**config.mk**
```make
export PLATFORM = sky130hd
export DESIGN_NAME = mips_mc_control_flat
export DESIGN_NICKNAME = d
export VERILOG_FILES = /design/src/rtl/mips_mc_control_if.sv /design/src/rtl/mips_mc_control.sv /design/src/flat_wrapper.sv
export SDC_FILE = /design/constraint.sdc
export NUM_CORES = 1
export LEC_CHECK = 0
export ABC_CLOCK_PERIOD_IN_PS = 2190
export CAP_MARGIN = 0
export CORE_MARGIN = 3
export CORE_UTILIZATION = 47
export CTS_CLUSTER_DIAMETER = 200
export CTS_CLUSTER_SIZE = 12
export DETAILED_ROUTE_END_ITERATION = 6
export PLACE_DENSITY = 0.89
export SETUP_SLACK_MARGIN = 0.02
export SYNTH_ARGS = -nofsm -noshare
export SYNTH_HDL_FRONTEND = slang
export SYNTH_SLANG_ARGS = --single-unit
```
**constraint.sdc**
```tcl
create_clock -name Clk -period 2.19 [get_ports Clk]
set_input_delay 0.657 -clock Clk [delete_from_list [all_inputs] [get_ports Clk]]
set_output_delay 0.657 -clock Clk [all_outputs]
set_load 0.02 [all_outputs]
```
**src/rtl/mips_mc_control_if.sv**
```systemverilog
// Control bundle between the multicycle MIPS control FSM (master) and the datapath (slave).
interface mips_mc_control_if #(parameter int CNT_W = 32);
  logic [5:0]       Op;
  logic             MemReady;
  logic             PCwrite;
  logic             PCwriteCOND;
  logic [1:0]       PCsource;
  logic             IorD;
  logic             MemRead;
  logic             MemWrite;
  logic             IRwrite;
  logic             RegDst;
  logic             MemtoReg;
  logic             RegWrite;
  logic             ALUSrcA;
  logic [1:0]       ALUSrcB;
  logic [1:0]       ALUOp;
  logic [3:0]       State;
  logic [CNT_W-1:0] InstrCount;
  logic             IllegalOp;

  modport master (
    input  Op, MemReady,
    output PCwrite, PCwriteCOND, PCsource, IorD, MemRead, MemWrite, IRwrite,
           RegDst, MemtoReg, RegWrite, ALUSrcA, ALUSrcB, ALUOp,
           State, InstrCount, IllegalOp
  );

  modport slave (
    output Op, MemReady,
    input  PCwrite, PCwriteCOND, PCsource, IorD, MemRead, MemWrite, IRwrite,
           RegDst, MemtoReg, RegWrite, ALUSrcA, ALUSrcB, ALUOp,
           State, InstrCount, IllegalOp
  );
endinterface

```
**src/rtl/mips_mc_control.sv**
```systemverilog
// Multicycle MIPS main control FSM: state register with controls decoded from state
// (+MemReady); stalls on memory, counts retired instructions, traps illegal opcodes.
module mips_mc_control #(
  parameter int CNT_W = 32
) (
  input logic              Clk,
  input logic              Reset_n,
  mips_mc_control_if.master bus
);

  typedef enum logic [3:0] {
    S_FETCH   = 4'd0,
    S_DECODE  = 4'd1,
    S_MEMADR  = 4'd2,
    S_MEMRD   = 4'd3,
    S_MEMWB   = 4'd4,
    S_MEMWR   = 4'd5,
    S_REX     = 4'd6,
    S_RWB     = 4'd7,
    S_BEQ     = 4'd8,
    S_JMP     = 4'd9,
    S_ADDIEX  = 4'd10,
    S_ADDIWB  = 4'd11,
    S_ILLEGAL = 4'd12,
    S_RST     = 4'd13
  } state_t;

  localparam logic [5:0] OP_R    = 6'b000000;
  localparam logic [5:0] OP_LW   = 6'b100011;
  localparam logic [5:0] OP_SW   = 6'b101011;
  localparam logic [5:0] OP_BEQ  = 6'b000100;
  localparam logic [5:0] OP_J    = 6'b000010;
  localparam logic [5:0] OP_ADDI = 6'b001000;

  state_t           state;
  state_t           nxt;
  logic             retire;
  logic [CNT_W-1:0] cnt;
  logic             illegal;

  always_comb begin
    nxt    = S_FETCH;
    retire = 1'b0;
    case (state)
      S_RST:    nxt = S_FETCH;
      S_FETCH:  nxt = bus.MemReady ? S_DECODE : S_FETCH;
      S_DECODE: begin
        case (bus.Op)
          OP_R:         nxt = S_REX;
          OP_LW, OP_SW: nxt = S_MEMADR;
          OP_BEQ:       nxt = S_BEQ;
          OP_J:         nxt = S_JMP;
          OP_ADDI:      nxt = S_ADDIEX;
          default:      nxt = S_ILLEGAL;
        endcase
      end
      // Only lw/sw reach MEMADR, so anything but sw is a load
      S_MEMADR: nxt = (bus.Op == OP_SW) ? S_MEMWR : S_MEMRD;
      S_MEMRD:  nxt = bus.MemReady ? S_MEMWB : S_MEMRD;
      S_MEMWB:  begin nxt = S_FETCH; retire = 1'b1; end
      S_MEMWR:  begin
        nxt    = bus.MemReady ? S_FETCH : S_MEMWR;
        retire = bus.MemReady;
      end
      S_REX:     nxt = S_RWB;
      S_RWB:     begin nxt = S_FETCH; retire = 1'b1; end
      S_BEQ:     begin nxt = S_FETCH; retire = 1'b1; end
      S_JMP:     begin nxt = S_FETCH; retire = 1'b1; end
      S_ADDIEX:  nxt = S_ADDIWB;
      S_ADDIWB:  begin nxt = S_FETCH; retire = 1'b1; end
      S_ILLEGAL: nxt = S_ILLEGAL;
      default:   nxt = S_FETCH;
    endcase
  end

  always_ff @(posedge Clk or negedge Reset_n) begin
    if (!Reset_n) begin
      state   <= S_RST;
      cnt     <= '0;
      illegal <= 1'b0;
    end else begin
      state <= nxt;
      if (retire) cnt <= cnt + {{(CNT_W-1){1'b0}}, 1'b1};
      if (state == S_ILLEGAL) illegal <= 1'b1;
    end
  end

  always_comb begin
    bus.PCwrite     = 1'b0;
    bus.PCwriteCOND = 1'b0;
    bus.PCsource    = 2'b00;
    bus.IorD        = 1'b0;
    bus.MemRead     = 1'b0;
    bus.MemWrite    = 1'b0;
    bus.IRwrite     = 1'b0;
    bus.RegDst      = 1'b0;
    bus.MemtoReg    = 1'b0;
    bus.RegWrite    = 1'b0;
    bus.ALUSrcA     = 1'b0;
    bus.ALUSrcB     = 2'b00;
    bus.ALUOp       = 2'b00;
    case (state)
      S_FETCH: begin
        bus.MemRead = 1'b1;
        bus.ALUSrcB = 2'b01;
        bus.IRwrite = bus.MemReady;
        bus.PCwrite = bus.MemReady;
      end
      S_DECODE: bus.ALUSrcB = 2'b11;
      S_MEMADR, S_ADDIEX: begin
        bus.ALUSrcA = 1'b1;
        bus.ALUSrcB = 2'b10;
      end
      S_MEMRD: begin
        bus.MemRead = 1'b1;
        bus.IorD    = 1'b1;
      end
      S_MEMWB: begin
        bus.RegWrite = 1'b1;
        bus.MemtoReg = 1'b1;
      end
      S_MEMWR: begin
        bus.MemWrite = 1'b1;
        bus.IorD     = 1'b1;
      end
      S_REX: begin
        bus.ALUSrcA = 1'b1;
        bus.ALUOp   = 2'b10;
      end
      S_RWB: begin
        bus.RegWrite = 1'b1;
        bus.RegDst   = 1'b1;
      end
      S_BEQ: begin
        bus.ALUSrcA     = 1'b1;
        bus.ALUOp       = 2'b01;
        bus.PCwriteCOND = 1'b1;
        bus.PCsource    = 2'b01;
      end
      S_JMP: begin
        bus.PCwrite  = 1'b1;
        bus.PCsource = 2'b10;
      end
      S_ADDIWB: bus.RegWrite = 1'b1;
      default: ;
    endcase
  end

  assign bus.State      = state;
  assign bus.InstrCount = cnt;
  assign bus.IllegalOp  = illegal;

endmodule

```
**src/flat_wrapper.sv**
```systemverilog
// flat-port wrapper written by rule: the top's interface ports become plain ports
module mips_mc_control_flat 
#(
  parameter int CNT_W = 32
)
  (Clk, Reset_n, bus_Op, bus_MemReady, bus_PCwrite, bus_PCwriteCOND, bus_PCsource, bus_IorD, bus_MemRead, bus_MemWrite, bus_IRwrite, bus_RegDst, bus_MemtoReg, bus_RegWrite, bus_ALUSrcA, bus_ALUSrcB, bus_ALUOp, bus_State, bus_InstrCount, bus_IllegalOp);
  mips_mc_control_if #(.CNT_W(CNT_W)) bus_i ();
  input logic Clk;
  input logic Reset_n;
  input wire logic [$bits(bus_i.Op)-1:0] bus_Op;
  input wire logic [$bits(bus_i.MemReady)-1:0] bus_MemReady;
  output wire logic [$bits(bus_i.PCwrite)-1:0] bus_PCwrite;
  output wire logic [$bits(bus_i.PCwriteCOND)-1:0] bus_PCwriteCOND;
  output wire logic [$bits(bus_i.PCsource)-1:0] bus_PCsource;
  output wire logic [$bits(bus_i.IorD)-1:0] bus_IorD;
  output wire logic [$bits(bus_i.MemRead)-1:0] bus_MemRead;
  output wire logic [$bits(bus_i.MemWrite)-1:0] bus_MemWrite;
  output wire logic [$bits(bus_i.IRwrite)-1:0] bus_IRwrite;
  output wire logic [$bits(bus_i.RegDst)-1:0] bus_RegDst;
  output wire logic [$bits(bus_i.MemtoReg)-1:0] bus_MemtoReg;
  output wire logic [$bits(bus_i.RegWrite)-1:0] bus_RegWrite;
  output wire logic [$bits(bus_i.ALUSrcA)-1:0] bus_ALUSrcA;
  output wire logic [$bits(bus_i.ALUSrcB)-1:0] bus_ALUSrcB;
  output wire logic [$bits(bus_i.ALUOp)-1:0] bus_ALUOp;
  output wire logic [$bits(bus_i.State)-1:0] bus_State;
  output wire logic [$bits(bus_i.InstrCount)-1:0] bus_InstrCount;
  output wire logic [$bits(bus_i.IllegalOp)-1:0] bus_IllegalOp;
  assign bus_i.Op = bus_Op;
  assign bus_i.MemReady = bus_MemReady;
  assign bus_PCwrite = bus_i.PCwrite;
  assign bus_PCwriteCOND = bus_i.PCwriteCOND;
  assign bus_PCsource = bus_i.PCsource;
  assign bus_IorD = bus_i.IorD;
  assign bus_MemRead = bus_i.MemRead;
  assign bus_MemWrite = bus_i.MemWrite;
  assign bus_IRwrite = bus_i.IRwrite;
  assign bus_RegDst = bus_i.RegDst;
  assign bus_MemtoReg = bus_i.MemtoReg;
  assign bus_RegWrite = bus_i.RegWrite;
  assign bus_ALUSrcA = bus_i.ALUSrcA;
  assign bus_ALUSrcB = bus_i.ALUSrcB;
  assign bus_ALUOp = bus_i.ALUOp;
  assign bus_State = bus_i.State;
  assign bus_InstrCount = bus_i.InstrCount;
  assign bus_IllegalOp = bus_i.IllegalOp;
  mips_mc_control #(.CNT_W(CNT_W)) u_core (.Clk(Clk), .Reset_n(Reset_n), .bus(bus_i));
endmodule
```
Word level (Yosys, flattened, before mapping)

Cells that the tools add are included.

Memories: 0
Bits in writable memories: 0
Bits in read-only memories: 0
Register bits after elaboration: 37
Bits in latches: 0
Output and inout port bits: 53
Bits of input ports: 9
Logic and storage cells: 50

Reductions and logical operators: 9
Add/sub/neg operators: 1
Div/mod/pow operators: 0
Bitwise gates (word level): 0
Mux-type cells: 20
Multipliers: 0
Shift operators: 0
$lt $le $gt $ge: 0
Equal/unequal tests: 17

Operators by type and width:

| cell                                                                   | count |
|---|---|
| 32-bit by 1-bit adder with 32-bit output (second input constant)       | 1 |
| 4-bit one-hot mux with 8 select lines                                  | 1 |
| 4-bit equality test (second input constant)                            | 5 |
| 4-bit one-hot mux with 5 select lines                                  | 1 |
| 4-bit by 3-bit equality test with 1-bit output (second input constant) | 4 |
| 6-bit equality test (second input constant)                            | 2 |
| 1-bit 2-to-1 mux                                                       | 10 |
| 3-bit 2-to-1 mux                                                       | 3 |
| 4-bit by 2-bit equality test with 1-bit output (second input constant) | 2 |
| 2-bit one-hot mux with 2 select lines                                  | 2 |
| 2-bit OR reduction                                                     | 4 |
| 6-bit by 2-bit equality test with 1-bit output (second input constant) | 1 |
| 6-bit by 3-bit equality test with 1-bit output (second input constant) | 1 |
| 6-bit by 4-bit equality test with 1-bit output (second input constant) | 1 |
| 6-bit logical NOT                                                      | 1 |
| 2-bit one-hot mux with 3 select lines                                  | 1 |
| 5-bit OR reduction                                                     | 1 |
| 4-bit by 1-bit equality test with 1-bit output (second input constant) | 1 |
| 4-bit logical NOT                                                      | 1 |
| 1-bit one-hot mux with 2 select lines                                  | 2 |
| 4-bit OR reduction                                                     | 1 |
| 3-bit OR reduction                                                     | 1 |

Longest topological paths before layout

Gate-level depths: netlist (run 1).

Depth in word-level cells: 4
Mapped depth: 6
Mapped depth without buffers: 5

Worst setup path before layout (run 1)

No wires, ideal clock.

Kind: reg-to-output
Start point: register u_core.state[3] (netlist: u_core.bus.State[3])
End point: output bus_PCsource[0]
Path buffers: 2
Required time: 1.533 ns
Data arrival time: 1.820 ns
Slack: -0.287 ns
Cell stages (with the launch flop): 5
Cells stage by stage: dfstp_2 -> clkbuf_1 -> nand2_1 -> nor3_1 -> buf_4

Longest elaborated chain between the ends: 2

Ends and longest elaborated chain:

| item                                      | RTL line               | RTL |
|---|---|---|
| from (decl)                               | mips_mc_control.sv:35  | `state_t state;` |
| from (signal assigned)                    | mips_mc_control.sv:82  | `state <= nxt;` |
| 4-bit equality test                       | mips_mc_control.sv:102 | `case (state)` |
| 2-bit one-hot mux with 2 select lines (*) | mips_mc_control.sv:102 |  |
| to (decl)                                 | flat_wrapper.sv:14     | `output wire logic [$bits(bus_i.PCsource)-1:0] bus_PCsource;` |

Mark *: on every way between the ends. The rest lies on a longest branch, timed or not.

Final worst setup path (run 1)

Start point: register u_core.state[2] (netlist: u_core.bus.State[2])
End point: output bus_PCwrite

Longest elaborated chain between the ends: 2

Ends and longest elaborated chain:

| item                                                     | RTL line               | RTL |
|---|---|---|
| 4-bit equality test or 4-bit logical NOT (tied branches) | mips_mc_control.sv:102 |  |
| 1-bit one-hot mux with 2 select lines (*)                | mips_mc_control.sv:102 |  |
| to (decl)                                                | flat_wrapper.sv:12     | `output wire logic [$bits(bus_i.PCwrite)-1:0] bus_PCwrite;` |

Marks and branches as above.

==> impl_summary.log, run 1 <==
[metrics] run status: finished, violations left
[metrics] failing checks: negative setup slack
[metrics] worst setup path class: reg2out
[metrics] max frequency: approximately 450 MHz
[metrics] total nets after synthesis: approximately 220
[metrics] Clock Skews: 8.91 ps
[metrics] required time worst endpoint: 1530 ps
[metrics] crit start category: register
[metrics] Nets: 314
[metrics] count of endpoints failing hold in the final timing report: 0
[metrics] Slew HR: a little under half
[metrics] fillcell total: approximately 280
[metrics] total of buffers placed on input and output ports: 61
[metrics] P_leak: approximately 1.4 nW
[metrics] final global-route overflow total: 0
[metrics] Setup WS post-layout: -21.7 ps
[metrics] register area: 931 sq um
[metrics] Net Sw Frac: between 30% and 40%
[metrics] post-synth cell types: 40
[metrics] pin count of the biggest net entering global routing: 38
[metrics] maximum number of buffers from clock root to sink: 2
[metrics] via count of the first global-routing pass: 1934
[metrics] met3 global-route usage: 5.82%
[metrics] Slew @ Worst Pin: approximately 790 ps
[metrics] Final Non-Filler Cells: 355
[metrics] Final Power: 3.44 mW
[metrics] worst path arrival time: between 1500 and 2000 ps
[metrics] RSZ-0062 raised after global routing: yes
[metrics] hold crit path type: in2async
[metrics] post-detailed-route count of antenna-violating nets: 0
[metrics] sw power: 1.35 mW
[metrics] post-route setup TNS: -31.8 ps
[metrics] total area of multi-input combinational cells: around 0.0011 sq mm
[metrics] summed instance area of the synthesized netlist: 0.00206 sq mm
[metrics] via count normalized by instance count: 5.44
[metrics] wire length of the first global-routing pass: a little over 9 mm
[metrics] post-placement cell area: 0.00293 sq mm
[metrics] deepest level of the CTS H-tree: 2
[metrics] Avg Cell Area, Syn: 9.88 sq um
[metrics] number of maximum-capacitance constraint violations: 0
[metrics] weighted congestion at the end of routability-driven global placement: 0.877
[metrics] largest voltage drop on the vdd net: 697 uV
[metrics] starting density of the core: approximately half
[metrics] buffer cell driving the clock tree root: clkbuf_8
[metrics] sequential fraction of the synthesis area: a little under half
[metrics] Final Instance Area: 0.00311 sq mm
[metrics] Post-Synthesis Cells: about 210
[metrics] Iteration-0 DRC Markers: 107
[metrics] die outline area: between 0.005 and 0.006 sq mm
[metrics] P&R area growth vs syn: 51.1%
[metrics] internal power: approximately 2.1 mW
[metrics] share of power burned in the clock network: 20.5%
[metrics] clock latency at the later pin of the worst-skew pair: around 290 ps
[metrics] routed length per placed instance: 15.9 um
[metrics] global-route usage over all layers: 22.5%
[metrics] Total Routed Length: about 5.6 mm
[metrics] core box area: ~0.0041 sq mm
[metrics] CP Max Fanout: 4
[metrics] placed instance count: 343
[metrics] GR met2 Demand/Resource: a little over a third
[metrics] final period demand of the worst path: around 2200 ps
[metrics] synthesis warning total: 0
[metrics] half-perimeter wire length after detailed placement: 4.03 mm
[metrics] TritonCTS clock tree: yes
[metrics] share of the synthesized area in the top cell type: 41.4%
[metrics] initial antenna violation count: 0
[metrics] combinational group share of total power: 51.7%
[metrics] DRC violations left: 0
[metrics] Hold-fix buffers, CTS: 0
[metrics] number of max-slew violations in the final report: 0
[metrics] x dimension of the die: 72.1 um
[metrics] number of rows in the core area: 23
[metrics] CTS sink count: 37
[metrics] cell types occupying the most area after synthesis: dfrtp_1 41%, xnor2_1 6.8%, xor2_1 6.8%
[metrics] chip height: 72.1 um
[metrics] Antenna diodes: 0
[metrics] number of top-level pins: 62
[metrics] final worst path period share: 101%
[metrics] Top Usage Layer GRT: met2
[metrics] number of vias after detailed routing: 1931
[metrics] met1 track utilization from global routing: 29.7%
[metrics] largest area contributor in the netlist: dfrtp_1
[metrics] fraction of final layout cells sized beyond drive strength 1: 29.8%
[metrics] clock transition at the registers of the reported paths: about 80 ps
[metrics] count of TritonRoute iterations in the first routing pass: 5
[metrics] Fin Hold WS: 439 ps
[metrics] nature of the critical path endpoint: output port
[metrics] final setup fails: 2
[metrics] cell area power density: approximately 1100 mW/mm^2
[metrics] sequential group share of total power: between 20% and 30%
[metrics] total CTS buffers: 5
[metrics] synthesis-stage register bit count: 37
metal layers:
layer	share of wire [%]	vias to the layer above
li1	-	919
met3	4.1	6
met4	1.2	0
met5	0	-
met1	44	953
met2	51	53
synthesized netlist by cell type (all sizes together):
cell type,instances
a21o,2
clkbuf,3
nor2,21
o21ai,5
buf,4
o2bb2ai,1
nor2b,3
o221ai,1
nand3,11
o211ai,3
xnor2,16
mux2,1
nand2b,2
nand4,9
dfrtp,34
a311o,1
a32o,1
ha,1
and2,4
xor2,16
dfstp,3
a21oi,6
nor3,19
nor4,5
and3,4
nor3b,3
or2,2
o22a,1
and4,2
nand2,17
and4bb,1
inv,6
cells in the final DEF (no fill, tap or decap), types with 3 or more instances in the layout:
cell             Yosys  layout
and3_1               4       3
nor3b_2              2       3
o21ai_0              5       5
nand3_1             10      10
nor2_1              20      18
nor3_1              14      12
inv_1                6       6
nand2_1             16      15
clkdlybuf4s50_1      0      38
xor2_1              16      15
nor3_2               5       6
nor4_4               3       3
a21oi_1              6       6
nor2_2               1       3
clkbuf_8             0       5
dlygate4sd2_1        0       7
o211ai_1             3       3
buf_6                0       5
buf_4                2      34
dfrtp_1             34      33
nand4_1              9       9
xnor2_1             16      16
buf_2                2      10
and2_1               4       3
dfstp_2              3       3
final cells by class:
type,instances,share of cell area [%]
Clock buffer,5,2.22
Clock inverter,3,2.09
Inverter,6,0.725
Multi-Input combinational cell,158,36.6
Sequential cell,37,30.0
Tap cell,50,2.01
Timing Repair Buffer,96,26.4
kinds of logic (layout without fill, tap and decap cells):
family	Yosys count	in the layout	share of synthesized area (%)
AOI/OAI and AO/OA	21	21	6.76
xor gates and xnor gates	32	32	13.6
adders and majority gates	1	1	0.609
buffers and inverters	13	110	2.86
DFF	37	37	45.2
muxes	1	1	0.548
and+or+nand+nor	103	103	30.4
power by group through the flow:
stage	Clock, mW	Combinational, mW	Sequential (mW)
floorplan	0	0.786	1.04
global placement	0	1.68	0.942
detailed placement	0	1.71	0.950
CTS	0.703	1.68	0.952
global route	0.745	1.89	0.970
finish	0.706	1.78	0.955
sequential cells by signal (all words and copies together), names as in the netlist:
| name | flops |
|---|---|
| u_core.bus.InstrCount | 32 |
| u_core.bus.IllegalOp | 1 |
| u_core.bus.State | 4 |
worst paths after layout:
check                                                 start                               endpoint  slack, ps  cells after the start
setup reg to reg              u_core.bus.State[0]$_DFF_PN1_  u_core.bus.InstrCount[16]$_DFFE_PN0P_        160                      8
hold / removal                                      Reset_n  u_core.bus.InstrCount[31]$_DFFE_PN0P_        440                      1
hold reg to reg            u_core.bus.IllegalOp$_DFFE_PN0P_       u_core.bus.IllegalOp$_DFFE_PN0P_        460                      1
max in group asynchronous                           Reset_n          u_core.bus.State[1]$_DFF_PN0_       1190                      1
setup / recovery              u_core.bus.State[2]$_DFF_PN1_                            bus_PCwrite        -20                      5
min in group Clk           u_core.bus.IllegalOp$_DFFE_PN0P_       u_core.bus.IllegalOp$_DFFE_PN0P_        460                      1
worst max-delay path, cell delays in order (launching register included):
cell     delay (ps)
dfstp_2         580
buf_6           120
nor2_2           40
and3_4          170
or2_4           220
buf_6           130
through the flow:
| step | util, % | setup slack [ps] |
|---|---|---|
| floorplan | - | -142 |
| global placement | 71.3 | -507 |
| detailed placement | 71.3 | -526 |
| CTS | 74.9 | -130 |
| global route | 75.5 | -91.7 |
| finish | 75.5 | -21.7 |
what timing repair did:
action | CTS | global route
gates cloned | 0 | 0
pin swaps | 4 | 2
buffers inserted | 2 | 2
resized for setup | 64 | 24
setup endpoints to repair | 36 | 14
Note: power is estimated with default switching activity, not from simulation.
==> inputs of run 2 (changes only) <==
--- a/config.mk
+++ b/config.mk
@@ -10,10 +10,12 @@
 export CORE_MARGIN = 3
 export CORE_UTILIZATION = 47
 export CTS_CLUSTER_DIAMETER = 200
-export CTS_CLUSTER_SIZE = 12
+export CTS_CLUSTER_SIZE = 30
 export DETAILED_ROUTE_END_ITERATION = 6
+export GPL_TIMING_DRIVEN = 0
 export PLACE_DENSITY = 0.89
 export SETUP_SLACK_MARGIN = 0.02
 export SYNTH_ARGS = -nofsm -noshare
 export SYNTH_HDL_FRONTEND = slang
 export SYNTH_SLANG_ARGS = --single-unit
+export TNS_END_PERCENT = 50
==> impl_summary.log, run 2 (same netlist as run 1, synthesis figures left out) <==
[metrics] post-detailed-route count of antenna-violating nets: 0 (unchanged)
[metrics] DRC violations left: 0 (unchanged)
[metrics] sw power: 1.44 mW (+6.8%)
[metrics] worst setup path class: reg2out
[metrics] routed length per placed instance: 18.1 um (+14%)
[metrics] most used cell along the critical path: buf_6
[metrics] share of power burned in the clock network: 13.8% (-6.7 points)
[metrics] max frequency: 441 MHz (-2.4%)
[metrics] number of rows in the core area: 23 (unchanged)
[metrics] Top Family by Delay on Critical Path: flip-flops
[metrics] maximum number of buffers from clock root to sink: 2 (unchanged)
[metrics] worst path cell trace: buf_6 -> clkinvlp_4 -> nand2_4 -> a21oi_2 -> or2_4 -> buf_6
[metrics] fraction of final layout cells sized beyond drive strength 1: 31.7% (+1.8 points)
[metrics] Antenna diodes: 0 (unchanged)
[metrics] total of buffers placed on input and output ports: 61 (unchanged)
[metrics] Finished Core Util: 74.8% (-0.70 points)
[metrics] count of TritonRoute iterations in the first routing pass: 4 (-1)
[metrics] buffer cell driving the clock tree root: clkbuf_8
[metrics] hold crit path type: in2async
[metrics] global-route usage over all layers: 23.7% (+1.2 points)
[metrics] Net Sw Frac: 42.0% (+2.8 points)
[metrics] final worst path period share: 103% (+2.5 points)
[metrics] core box area: 0.00412 sq mm (unchanged)
[metrics] run status: finished, violations left
[metrics] number of top-level pins: 62 (unchanged)
[metrics] Final Power: 3.43 mW (-0.23%)
[metrics] number of max-slew violations in the final report: 0 (unchanged)
[metrics] source of the worst register-to-register timing path: u_core.bus.State[3]$_DFF_PN1_
[metrics] setup slack of the most critical reg-to-reg path: 100 ps (-60 ps)
[metrics] highest-delay cell along the critical path: dfstp_2
[metrics] die outline area: 0.00520 sq mm (unchanged)
[metrics] Slew @ Worst Pin: 794 ps (+0.940 ps)
[metrics] most common cell after layout, fill and taps aside: clkdlybuf4s50_1
[metrics] starting density of the core: 50.0% (unchanged)
[metrics] sequential group share of total power: 27.3% (-0.5 points)
[metrics] P_leak: 1.36 nW (-3.0%)
[metrics] deepest level of the CTS H-tree: 2 (unchanged)
[metrics] number of buffer and inverter instances along the worst setup path: 3 (+1)
[metrics] wire length of the first global-routing pass: 9.55 mm (+5.4%)
[metrics] initial antenna violation count: 0 (unchanged)
[metrics] CTS sink count: 37 (unchanged)
[metrics] via count of the first global-routing pass: 2040 (+5.5%)
[metrics] P&R area growth vs syn: 49.7%
[metrics] post-placement setup slack: -677 ps (-150 ps)
[metrics] nature of the critical path endpoint: output port
[metrics] pin count of the biggest net entering global routing: 38 (unchanged)
[metrics] RSZ-0062 raised after global routing: yes
[metrics] largest voltage drop on the vdd net: 610 uV (-12%)
[metrics] combinational group share of total power: 58.9% (+7.2 points)
[metrics] flip-flop count of the largest register, all copies and words added: 32 (unchanged)
[metrics] Slowest Stage Delay on Critical Path: 550 ps (-30 ps)
[metrics] failing checks: negative setup slack
[metrics] via count normalized by instance count: 5.75 (+5.8%)
[metrics] crit start category: register
[metrics] highest-count cells in the layout ignoring fill and taps: 40 x clkdlybuf4s50_1, 34 x dfrtp_1, 27 x buf_4, 18 x nor2_1, 16 x xnor2_1
[metrics] number of vias after detailed routing: 2014 (+4.3%)
[metrics] chip height: 72.1 um (unchanged)
[metrics] Slew HR: 47.1% (-0.063 points)
[metrics] count of endpoints failing hold in the final timing report: 0 (unchanged)
[metrics] internal power: 1.99 mW (-4.8%)
[metrics] Fin Hold WS: 453 ps (+14.1 ps)
[metrics] number of maximum-capacitance constraint violations: 0 (unchanged)
[metrics] final period demand of the worst path: 2270 ps (+54.0 ps)
[metrics] end of the worst register-to-register path: u_core.bus.InstrCount[21]$_DFFE_PN0P_
[metrics] total CTS buffers: 5 (unchanged)
[metrics] Clock Skews: 5.86 ps (-3.04 ps)
[metrics] clock latency at the later pin of the worst-skew pair: 290 ps (about the same)
[metrics] worst-case reg-to-reg path depth: 8 (unchanged)
[metrics] CP Max Fanout: 6 (+2)
[metrics] half-perimeter wire length after detailed placement: 3.75 mm (-6.8%)
[metrics] TritonCTS clock tree: yes
[metrics] Iteration-0 DRC Markers: 135 (+26%)
[metrics] Hold-fix buffers, CTS: 0 (unchanged)
[metrics] Setup WS post-layout: -75.7 ps (-54.0 ps)
[metrics] final global-route overflow total: 0 (unchanged)
[metrics] weighted congestion at the end of routability-driven global placement: 0.906 (+3.3%)
[metrics] x dimension of the die: 72.1 um (unchanged)
[metrics] Total Routed Length: 6.34 mm (+13%)
[metrics] final setup fails: 5 (+3)
[metrics] required time worst endpoint: 1530 ps (about the same)
[metrics] clock transition at the registers of the reported paths: 70 ps (about the same)
[metrics] cell area power density: 1110 mW/mm^2 (+0.70%)
[metrics] worst path arrival time: 1610 ps (+60 ps)
[metrics] Nets: 310 (-1.3%)
==> run 2: final cells by class <==
| class | instances | area [sq um] |
|---|---|---|
| inverters | 6 | 30.0 |
| fillers | 273 | 1040 |
| plain buffers | 7 | 83.8 |
| flip-flops and latches | 37 | 930 |
| clock buffers | 7 | 86.3 |
| repair buffers | 85 | 733 |
| well taps | 50 | 62.6 |
| multi-input cells | 158 | 1150 |
==> run 2: metal layers <==
metal	up-vias	track usage (%)	wire length (um)	share of wire, %
met5	-	0	0	0
met4	0	12.7	203	3.2
met3	26	8.59	394	6.2
met2	98	39.8	3200	51
met1	978	26.1	2540	40
li1	912	-	-	-
==> run 2: repair_timing <==
item                                    CTS  global route
setup buffers                            16             8
pin swaps                                 3             3
endpoints found under the setup margin   44            29
resized for setup                        96            26
gates cloned                              0             0
==> run 2: power by group through the flow <==
| stage | clock, mW | sequential [mW] | combinational (mW) |
|---|---|---|---|
| final | 0.474 | 0.937 | 2.02 |
| after global routing | 0.508 | 0.950 | 2.12 |
| after CTS | 0.480 | 0.926 | 1.74 |
| after detailed placement | 0 | 0.952 | 1.47 |
| after global placement | 0 | 0.944 | 1.45 |
| after floorplan | 0 | 1.04 | 0.774 |
==> run 2: how the worst max path moves through the flow <==
stage                                              from      endpoint  slack (ps)  cells past startpoint
after floorplan           u_core.bus.State[2]$_DFF_PN1_  bus_RegWrite        -140                      4
after global placement                     bus_MemReady   bus_PCwrite        -660                      4
after detailed placement                   bus_MemReady   bus_PCwrite        -680                      4
after CTS                 u_core.bus.State[2]$_DFF_PN1_  bus_RegWrite         -60                      6
after global routing      u_core.bus.State[2]$_DFF_PN1_  bus_RegWrite        -130                      6
final                     u_core.bus.State[2]$_DFF_PN1_  bus_RegWrite         -80                      6
==> run 2: per-stage QoR <==
| step | setup TNS [ps] | cells | area [sq um] |
|---|---|---|---|
| 4_1_cts | -139 | 342 | 2990 |
| 2_1_floorplan | -464 | 208 | 2060 |
| 6_report | -250 | 350 | 3080 |
| 3_5_place_dp | -19180 | 319 | 2730 |
| 3_3_place_gp | -27710 | 319 | 2730 |
| 5_1_grt | -543 | 350 | 3080 |
